===== src/rtl/edf_scheduler_pkg.sv =====
// Shared defaults, mode encoding and id-width helper for the EDF scheduler.
package edf_scheduler_pkg;

   localparam int unsigned NQ_DEF = 4;
   localparam int unsigned W_DEF  = 32;

   localparam logic MODE_EDF = 1'b0;
   localparam logic MODE_FP  = 1'b1;

   // Width of a queue index; never narrower than one bit.
   function automatic int unsigned id_width(input int unsigned n);
      return (n > 1) ? $clog2(n) : 1;
   endfunction

endpackage


===== src/rtl/edf_scheduler_if.sv =====
// Queue status, deadline/period configuration and selection outputs of the scheduler.
interface edf_scheduler_if #(
   parameter int unsigned NQ = edf_scheduler_pkg::NQ_DEF,
   parameter int unsigned W  = edf_scheduler_pkg::W_DEF
);
   localparam int unsigned IW = edf_scheduler_pkg::id_width(NQ);

   logic                   mode;
   logic [NQ-1:0]          full;
   logic [NQ-1:0]          empty;
   logic [NQ-1:0]          lastElem;
   logic [NQ-1:0][W-1:0]   deadlines;
   logic [NQ-1:0][W-1:0]   periods;
   logic                   consumed;
   logic [IW-1:0]          id;
   logic [NQ-1:0]          hasBeenConsumed;
   logic                   enable;

   modport master (
      output mode, full, empty, lastElem, deadlines, periods, consumed,
      input  id, hasBeenConsumed, enable
   );

   modport slave (
      input  mode, full, empty, lastElem, deadlines, periods, consumed,
      output id, hasBeenConsumed, enable
   );

endinterface


===== src/rtl/edf_min_select.sv =====
// Combinational argmin over masked keys; ties resolve to the lowest index.
module edf_min_select
   import edf_scheduler_pkg::*;
#(
   parameter int unsigned N  = 4,
   parameter int unsigned KW = 33,
   localparam int unsigned IW = id_width(N)
) (
   input  logic [N-1:0][KW-1:0] keys_i,
   input  logic [N-1:0]         mask_i,
   output logic [IW-1:0]        idx_o,
   output logic                 found_o
);

   logic [KW-1:0] best;
   logic [IW-1:0] idx;
   logic          found;

   // Linear scan; strict less-than keeps the earlier index on equal keys.
   always_comb begin
      best  = '0;
      idx   = '0;
      found = 1'b0;
      for (int i = 0; i < int'(N); i++) begin
         if (mask_i[i] && (!found || keys_i[i] < best)) begin
            best  = keys_i[i];
            idx   = IW'(i);
            found = 1'b1;
         end
      end
   end

   assign idx_o   = idx;
   assign found_o = found;

endmodule


===== src/rtl/edf_scheduler.sv =====
// Earliest-deadline-first queue arbiter with full-queue override and fixed-priority mode.
module edf_scheduler
   import edf_scheduler_pkg::*;
#(
   parameter int unsigned NQ            = NQ_DEF,
   parameter int unsigned W             = W_DEF,
   parameter bit          FULL_OVERRIDE = 1'b1,
   parameter bit          LAST_AWARE    = 1'b1
) (
   input  logic           clock,
   input  logic           reset,
   edf_scheduler_if.slave bus
);

   localparam int unsigned IW = id_width(NQ);
   localparam int unsigned KW = W + 1;

   logic [NQ-1:0][W-1:0]  rem_q, rem_d;
   logic [IW-1:0]         id_q, id_d;
   logic                  enable_q, enable_d;
   logic [NQ-1:0]         hbc_q, hbc_d;

   logic                  cons;
   logic [NQ-1:0]         elig;
   logic [NQ-1:0]         full_hit;
   logic [NQ-1:0][KW-1:0] keys;
   logic [IW-1:0]         edf_idx;
   logic                  edf_found;
   logic [IW-1:0]         full_idx;
   logic [IW-1:0]         fp_idx;
   logic [IW-1:0]         winner;

   // A consume pulse only counts while the current selection is valid.
   assign cons = bus.consumed & enable_q;

   // Eligibility mask and widened EDF keys (one extra bit so the sum never wraps).
   always_comb begin
      elig     = '0;
      keys     = '0;
      for (int i = 0; i < int'(NQ); i++) begin
         elig[i] = ~bus.empty[i];
         if (LAST_AWARE && cons && (id_q == IW'(i)) && bus.lastElem[i]) begin
            elig[i] = 1'b0;
         end
         keys[i] = {1'b0, rem_q[i]} + {1'b0, bus.deadlines[i]};
      end
      full_hit = bus.full & elig;
   end

   edf_min_select #(
      .N  (NQ),
      .KW (KW)
   ) u_min_select (
      .keys_i  (keys),
      .mask_i  (elig),
      .idx_o   (edf_idx),
      .found_o (edf_found)
   );

   // Lowest-index pick for the full override and fixed-priority mode.
   always_comb begin
      full_idx = '0;
      fp_idx   = '0;
      for (int i = int'(NQ) - 1; i >= 0; i--) begin
         if (full_hit[i]) full_idx = IW'(i);
         if (elig[i])     fp_idx   = IW'(i);
      end
   end

   // Winner selection: full override, then fixed priority, then EDF.
   always_comb begin
      winner = id_q;
      if (FULL_OVERRIDE && (|full_hit)) begin
         winner = full_idx;
      end else if (bus.mode == MODE_FP) begin
         winner = fp_idx;
      end else if (edf_found) begin
         winner = edf_idx;
      end
   end

   // Next-state for counters, selection and consume echo.
   always_comb begin
      rem_d    = rem_q;
      enable_d = |elig;
      id_d     = enable_d ? winner : id_q;
      hbc_d    = '0;
      for (int i = 0; i < int'(NQ); i++) begin
         if (cons && (id_q == IW'(i))) begin
            rem_d[i] = bus.periods[i];
         end else if (rem_q[i] != '0) begin
            rem_d[i] = rem_q[i] - W'(1);
         end else begin
            rem_d[i] = '0;
         end
      end
      if (cons) hbc_d[id_q] = 1'b1;
   end

   // State registers; reset leaves every queue maximally urgent.
   always_ff @(posedge clock or negedge reset) begin
      if (!reset) begin
         rem_q    <= '0;
         id_q     <= '0;
         enable_q <= 1'b0;
         hbc_q    <= '0;
      end else begin
         rem_q    <= rem_d;
         id_q     <= id_d;
         enable_q <= enable_d;
         hbc_q    <= hbc_d;
      end
   end

   assign bus.id              = id_q;
   assign bus.enable          = enable_q;
   assign bus.hasBeenConsumed = hbc_q;

endmodule


===== src/flat_wrapper.sv =====
// flat-port wrapper written by rule: the top's interface ports become plain ports
module edf_scheduler_flat import edf_scheduler_pkg::*;
#(
   parameter int unsigned NQ            = NQ_DEF,
   parameter int unsigned W             = W_DEF,
   parameter bit          FULL_OVERRIDE = 1'b1,
   parameter bit          LAST_AWARE    = 1'b1
)
  (clock, reset, bus_mode, bus_full, bus_empty, bus_lastElem, bus_deadlines, bus_periods, bus_consumed, bus_id, bus_hasBeenConsumed, bus_enable);
  edf_scheduler_if #(.NQ(NQ), .W(W)) bus_i ();
  input  logic clock;
  input  logic reset;
  input wire logic [$bits(bus_i.mode)-1:0] bus_mode;
  input wire logic [$bits(bus_i.full)-1:0] bus_full;
  input wire logic [$bits(bus_i.empty)-1:0] bus_empty;
  input wire logic [$bits(bus_i.lastElem)-1:0] bus_lastElem;
  input wire logic [$bits(bus_i.deadlines)-1:0] bus_deadlines;
  input wire logic [$bits(bus_i.periods)-1:0] bus_periods;
  input wire logic [$bits(bus_i.consumed)-1:0] bus_consumed;
  output wire logic [$bits(bus_i.id)-1:0] bus_id;
  output wire logic [$bits(bus_i.hasBeenConsumed)-1:0] bus_hasBeenConsumed;
  output wire logic [$bits(bus_i.enable)-1:0] bus_enable;
  assign bus_i.mode = bus_mode;
  assign bus_i.full = bus_full;
  assign bus_i.empty = bus_empty;
  assign bus_i.lastElem = bus_lastElem;
  assign bus_i.deadlines = bus_deadlines;
  assign bus_i.periods = bus_periods;
  assign bus_i.consumed = bus_consumed;
  assign bus_id = bus_i.id;
  assign bus_hasBeenConsumed = bus_i.hasBeenConsumed;
  assign bus_enable = bus_i.enable;
  edf_scheduler #(.NQ(NQ), .W(W), .FULL_OVERRIDE(FULL_OVERRIDE), .LAST_AWARE(LAST_AWARE)) u_core (.clock(clock), .reset(reset), .bus(bus_i));
endmodule

===== config.mk =====
export PLATFORM = sky130hd
export DESIGN_NAME = edf_scheduler_flat
export DESIGN_NICKNAME = d
export VERILOG_FILES = /design/src/rtl/edf_scheduler_pkg.sv /design/src/rtl/edf_scheduler_if.sv /design/src/rtl/edf_min_select.sv /design/src/rtl/edf_scheduler.sv /design/src/flat_wrapper.sv
export SDC_FILE = /design/constraint.sdc
export NUM_CORES = 1
export LEC_CHECK = 0
export CORE_UTILIZATION = 45
export DETAILED_ROUTE_END_ITERATION = 16
export PLACE_DENSITY = 0.7
export SLEW_MARGIN = 20
export SYNTH_ARGS = -nofsm -noshare
export SYNTH_HDL_FRONTEND = slang
export SYNTH_SLANG_ARGS = --single-unit

===== constraint.sdc =====
create_clock -name clock -period 10.4 [get_ports clock]
set_clock_uncertainty 0.2 [all_clocks]
set_input_delay 1.56 -clock clock [delete_from_list [all_inputs] [get_ports clock]]
set_output_delay 1.56 -clock clock [all_outputs]
set_load 0.02 [all_outputs]

==> summary.md, run 1 <==
| Metric | Value |
|---|---|
| Status | `finished clean` |
| Simple-gate portion of the synthesized area | `21.2%` |
| Main synth FF type | `dfrtp_1` |
| Vias in the first global route | `16900` |
| Average wire per standard cell | `17.9 microns` |
| Initial Util | `46.2%` |
| Placed insts | `2909` |
| Root Buffer | `clkbuf_16` |
| Final GP Congestion | `1.01` |
| Clock Latency Late Sink | `0.45 ns` |
| Clk pwr share | `7.8%` |
| Worst Path Required | `10.54 ns` |
| Multiplexer share of the synthesized area | `1.24%` |
| Full die area | `36600 sq um` |
| CTS Hold Bufs | `0` |
| Nets | `2992` |
| Compound-cell area share of the yosys netlist | `24.6%` |
| Synthesized flop and latch total | `135` |
| Yosys cell types | `86` |
| Clock-pin slew on the worst setup and hold paths | `0.06 ns` |
| Final worst path period share | `97.4%` |
| Clk buf depth | `2` |
| Drt total wl | `52900 microns` |
| Comb pwr share | `78.6%` |
| ANT nets after route | `0` |
| Peak VDD IR | `0.198 mV` |
| Syn Nets | `2556` |
| Initial antenna violation count | `1` |
| Final hold vios | `0` |
| First-pass GRT wire length | `83400 microns` |
| Most frequent cells in the layout | `clkdlybuf4s50_1, nand2_1, ha_1` |
| Ports | `279` |
| Drt pass-1 iters | `5` |
| Core area | `34900 sq um` |
| CP Capture Type | `register` |
| Post-synth EDFFs | `0` |
| Fill cells | `3189` |
| Depth of the CTS H-tree | `4` |
| Syn-to-layout area delta | `34.2%` |
| Die W | `191 microns` |
| Num rows | `68` |
| Power Total | `8.49 mW` |
| MaxCap Viol Count | `0` |
| Largest family of logic cells by synthesized area | `compound AO/OA/AOI/OAI gates` |
| Seq/Total Area, Yosys | `21.0%` |
| Drc violations | `0` |
| Worst Hold Slack | `0.361 ns` |
| Vias per cell | `5.69` |
| Tmin final | `10.13 ns` |
| Port bufs | `278` |
| Async set-reset flop share out of synthesis | `100%` |
| Initial DRC Count | `868` |
| Worst Path Max Fanout | `14` |
| Commonest non-fill, non-tap cell in the layout | `clkdlybuf4s50_1` |
| Slew @ Worst Pin | `0.949 ns` |
| Post-Syn Area | `16100 sq um` |
| Pint | `4.29 mW` |
| Post-Synth Adder-Cell Area | `18.2%` |
| Largest net degree at the start of global routing | `76` |
| CTS Buf Count | `17` |
| Sw Ratio | `49.5%` |
| Die height | `191 microns` |
| Critical path type | `input port to register` |
| Fin cells | `2956` |
| Flop pwr share | `13.7%` |
| Syn Inst Count | `2052` |
| Slowest CP cell | `or4_4` |
| Achievable Freq | `98.7 MHz` |
| Gr usage total | `28.8%` |
| P_sw | `4.20 mW` |
| Critical path launch point type | `input port` |
| DR vias | `16800` |
| Grt ovf | `0` |
| CTS tree | `yes` |
| Num Clock Sinks | `135` |
| Relative slew slack | `36.2%` |
| Pins over their slew limit | `0` |
| Avg Cell Area, Syn | `7.85 sq um` |
| Arrival time worst endpoint | `10.27 ns` |
| Power density over cell area | `393 nW/um^2` |
| Critical Path Max Stage Delay | `0.51 ns` |
| Yosys warns | `0` |
| Synth Area in XOR/XNOR | `11.1%` |
| Leakage power | `9.23 nW` |
| Final setup viols | `0` |
| Hold Crit Class | `register to register` |
| Detailed Place HPWL | `43100 microns` |
| Layout cell share with drive strength beyond 1 | `11.9%` |
critical path: cells and delay by family:
kind	cells	cell delay [ns]
AND/OR/NAND/NOR	8	1.13
adder cells (fa/ha/maj)	4	1.11
XOR/XNOR	1	0.33
multiplexers	1	0.31
AO/OA/AOI/OAI	24	4.62
buffers and inverters	6	1.18
final cells by class:
class | count | area (sq um) | area share (%)
Antenna cell | 1 | 2.50 | 0.0116
Clock buffer | 19 | 443 | 2.05
Clock inverter | 12 | 176 | 0.816
Inverter | 62 | 233 | 1.08
Multi-Input combinational cell | 1806 | 12600 | 58.1
Sequential cell | 135 | 3380 | 15.6
Tap cell | 455 | 569 | 2.63
Timing Repair Buffer | 466 | 4260 | 19.7
metrics by stage:
stage	area [sq um]	worst slack (ns)	util, %	TNS, ns
3_5_place_dp	20600	-0.460	59.1	-0.877
2_1_floorplan	16100	0.326	-	0
4_1_cts	21300	0.0190	60.9	0
5_1_grt	21600	-0.120	62.0	-0.194
6_report	21600	0.267	62.0	0
3_3_place_gp	20600	-0.271	59.1	-0.467
worst paths after layout:
check,from,slack (ns),to,cells past startpoint
worst max-delay path,bus_deadlines[32],0.27,u_core.bus.id[0],44
worst min-delay path,u_core.rem_q[32],0.36,u_core.rem_q[32],1
worst max register to register,u_core.rem_q[32],1.37,u_core.bus.id[0],43
worst min register to register,u_core.rem_q[32],0.36,u_core.rem_q[32],1
max in group asynchronous,reset,7.76,u_core.rem_q[83],2
min in group asynchronous,reset,0.94,u_core.rem_q[46],1
sequential cells by signal, indices dropped and copies added (netlist names):
signal                      cells
u_core.bus.hasBeenConsumed      4
u_core.bus.enable               1
u_core.rem_q                  128
u_core.bus.id                   2
cell usage after synthesis, types with 21 or more instances:
cell type	count	share of area, %
a21oi_1	185	5.7
nand2b_1	22	0.85
o21ai_1	38	1.2
nand2_1	266	6.2
xnor2_1	136	7.4
nor2b_1	21	0.82
nand4_1	29	1.1
a21o_1	69	3.2
ha_1	228	18
nor4_1	32	1.2
o21a_1	29	1.4
nor2_1	149	3.5
clkbuf_1	39	0.91
nand3_1	36	1.1
dfrtp_1	135	21
nor3_1	56	1.7
o21ai_0	185	5.7
xor2_1	68	3.7
inv_1	61	1.4
routing by layer:
metal	vias up	GRT usage, %	wire [microns]
li1	8381	-	-
met1	7915	34.1	22500
met2	444	52.5	26500
met3	84	4.55	2560
met4	0	9.62	1360
met5	-	0	0
timing repair:
| action | 4_1_cts | 5_1_grt |
|---|---|---|
| gates cloned | 0 | 4 |
| pin swaps | 2 | 22 |
| resized for setup | 2 | 58 |
| setup buffers | 2 | 9 |
| setup endpoints to repair | 1 | 2 |
kinds of logic (layout without fill, tap and decap cells):
family / Yosys count / in the layout
xor+xnor: 204 / 204
compound gates: 651 / 651
fa+ha+maj: 232 / 232
flops: 135 / 135
mux: 19 / 19
other cells: 0 / 1
simple gates: 700 / 700
buf+inv: 111 / 559
power by group through the flow:
stage	Clock, mW	Sequential, mW	Combinational [mW]
after floorplan	0	1.06	4.12
after global placement	0	1.15	6.12
after detailed placement	0	1.16	6.23
after CTS	0.673	1.16	6.30
after global routing	0.693	1.20	7.42
final	0.661	1.16	6.67
(Power assumes the default switching activity.)
==> inputs of run 2 (changes only) <==
Settings changed: GPL_TIMING_DRIVEN from default to 0.
==> summary.md, run 2 (same netlist as run 1, synthesis figures left out) <==
| Metric | Value |
|---|---|
| Pint | `4.03 mW` |
| First-pass GRT wire length | `81700 microns` |
| MaxCap Viol Count | `0` |
| Depth of the CTS H-tree | `4` |
| Relative slew slack | `24.8%` |
| CTS tree | `yes` |
| Most frequent cells in the layout | `nand2_1, clkdlybuf4s50_1, ha_1` |
| Drt total wl | `54300 microns` |
| Drt pass-1 iters | `5` |
| Power Total | `8.30 mW` |
| Reg-to-reg endpoint | `u_core.bus.id[0]` |
| Min-delay src | `u_core.rem_q[32]` |
| Max reg flops | `128` |
| Nets | `2902` |
| Achievable Freq | `97.5 MHz` |
| Final hold vios | `0` |
| Clock Latency Late Sink | `0.45 ns` |
| Commonest non-fill, non-tap cell in the layout | `nand2_1` |
| Average wire per standard cell | `18.9 microns` |
| CTS Buf Count | `17` |
| Num rows | `68` |
| Clk buf depth | `2` |
| Arrival time worst endpoint | `10.39 ns` |
| Status | `finished clean` |
| Slowest CP cell | `or4_4` |
| Detailed Place HPWL | `42500 microns` |
| Core area | `34900 sq um` |
| Die W | `191 microns` |
| Vias per cell | `5.85` |
| Top reg by flops | `u_core.rem_q` |
| Full die area | `36600 sq um` |
| Hold Crit Class | `register to register` |
| Critical Path Max Stage Delay | `0.58 ns` |
| Grt ovf | `0` |
| Worst r2r src | `u_core.rem_q[0]` |
| Initial Util | `46.2%` |
| Root Buffer | `clkbuf_16` |
| Num Clock Sinks | `135` |
| Critical path origin | `bus_deadlines[14]` |
| Clk pwr share | `7.7%` |
| Critical path launch point type | `input port` |
| Peak VDD IR | `0.196 mV` |
| Syn-to-layout area delta | `33.8%` |
| Die height | `191 microns` |
| Initial DRC Count | `994` |
| Ports | `279` |
| Initial antenna violation count | `3` |
| Worst Path Required | `10.53 ns` |
| Sw Ratio | `51.5%` |
| Crit path to | `u_core.bus.id[0]` |
| Cells on worst reg2reg path | `41` |
| Final worst path period share | `98.7%` |
| Slew @ Worst Pin | `1.12 ns` |
| ANT nets after route | `0` |
| Critical path type | `input port to register` |
| R2r setup slk | `0.98 ns` |
| Flop pwr share | `14.3%` |
| Fill cells | `3152` |
| Vias in the first global route | `16400` |
| Clock-pin slew on the worst setup and hold paths | `0.06 ns` |
| DR vias | `16800` |
| CP Capture Type | `register` |
| Final setup viols | `0` |
| TNS Setup | `0 ns` |
| Drc violations | `0` |
| Layout cell share with drive strength beyond 1 | `11.3%` |
| Worst Path Max Fanout | `10` |
| Comb pwr share | `78.0%` |
| Gr usage total | `28.4%` |
| Power density over cell area | `385 nW/um^2` |
| Tmin final | `10.26 ns` |
| Largest net degree at the start of global routing | `73` |
| Port bufs | `278` |
| P_sw | `4.27 mW` |
| Pins over their slew limit | `0` |
| Final GP Congestion | `0.943` |
| Leakage power | `8.94 nW` |
run 2: changes by cell type in the layout (fill, tap and decap cells not counted), sizes merged:
| cell | delta |
|---|---|
| clkinvlp | +1 |
| clkinv | +1 |
| bufinv | -1 |
| clkbuf | +33 |
| diode | +2 |
| dlymetal6s2s | +24 |
| clkdlybuf4s50 | -25 |
| buf | -123 |
run 2: worst min-delay path by stage:
| stage | end | slack, ns | cells after the start |
|---|---|---|---|
| after floorplan | u_core.rem_q[96] | 0.29 | 1 |
| after global placement | u_core.rem_q[32] | 0.32 | 1 |
| after detailed placement | u_core.rem_q[32] | 0.32 | 1 |
| after CTS | u_core.rem_q[32] | 0.34 | 1 |
| after global routing | u_core.rem_q[32] | 0.36 | 1 |
| final | u_core.rem_q[32] | 0.33 | 1 |
run 2: final cells by class:
cell class                      count  area, sq um  area share (%)
Buffer                             47          250            1.16
Timing Repair Buffer              329         3250            15.1
Antenna cell                        3         7.51          0.0348
Tap cell                          455          569            2.64
Clock buffer                       18          439            2.04
Sequential cell                   135         3380            15.7
Clock inverter                     13          155           0.720
Multi-Input combinational cell   1806        13300            61.6
Inverter                           62          233            1.08
run 2: power by group through the flow:
stage               clock [mW]  combinational, mW  sequential [mW]
floorplan                    0               4.12             1.06
global placement             0               5.37             1.15
detailed placement           0               5.52             1.16
CTS                      0.650               5.79             1.16
global route             0.668               7.15             1.22
finish                   0.640               6.48             1.18
run 2: per-stage QoR:
| stage | hold WS [ns] | utilization [%] | setup WS, ns | std cells | instance area, sq um |
|---|---|---|---|---|---|
| floorplan | 0.286 | - | 0.326 | 2052 | 16100 |
| global placement | 0.322 | 55.8 | -2.10 | 2785 | 19500 |
| detailed placement | 0.323 | 55.9 | -2.12 | 2786 | 19500 |
| CTS | 0.337 | 58.5 | 0.0107 | 2834 | 20400 |
| global route | 0.356 | 61.8 | -0.0900 | 2868 | 21600 |
| finish | 0.334 | 61.8 | 0.140 | 2868 | 21600 |
run 2: layer usage:
layer | up-vias | GRT usage (%) | routed length (microns) | share of wire, %
met5 | - | 0 | 0 | 0
met3 | 93 | 4.41 | 2990 | 5.5
met1 | 7967 | 33.8 | 22400 | 41
li1 | 8214 | - | - | -
met2 | 497 | 51.0 | 27200 | 50
met4 | 0 | 10.8 | 1770 | 3.2
run 2: what timing repair did:
action	CTS	global route
hold buffers	0	0
pin swaps	18	74
endpoints found under the setup margin	2	2
buffers inserted	18	32
resized for setup	53	184
run 2: critical path: cells and delay by family:
kind,cells,cell delay (ns)
AO/OA/AOI/OAI,21,4.15
AND/OR/NAND/NOR,8,1.89
adder cells (fa/ha/maj),4,1.28
buffers and inverters,5,1.18
XOR/XNOR,1,0.32
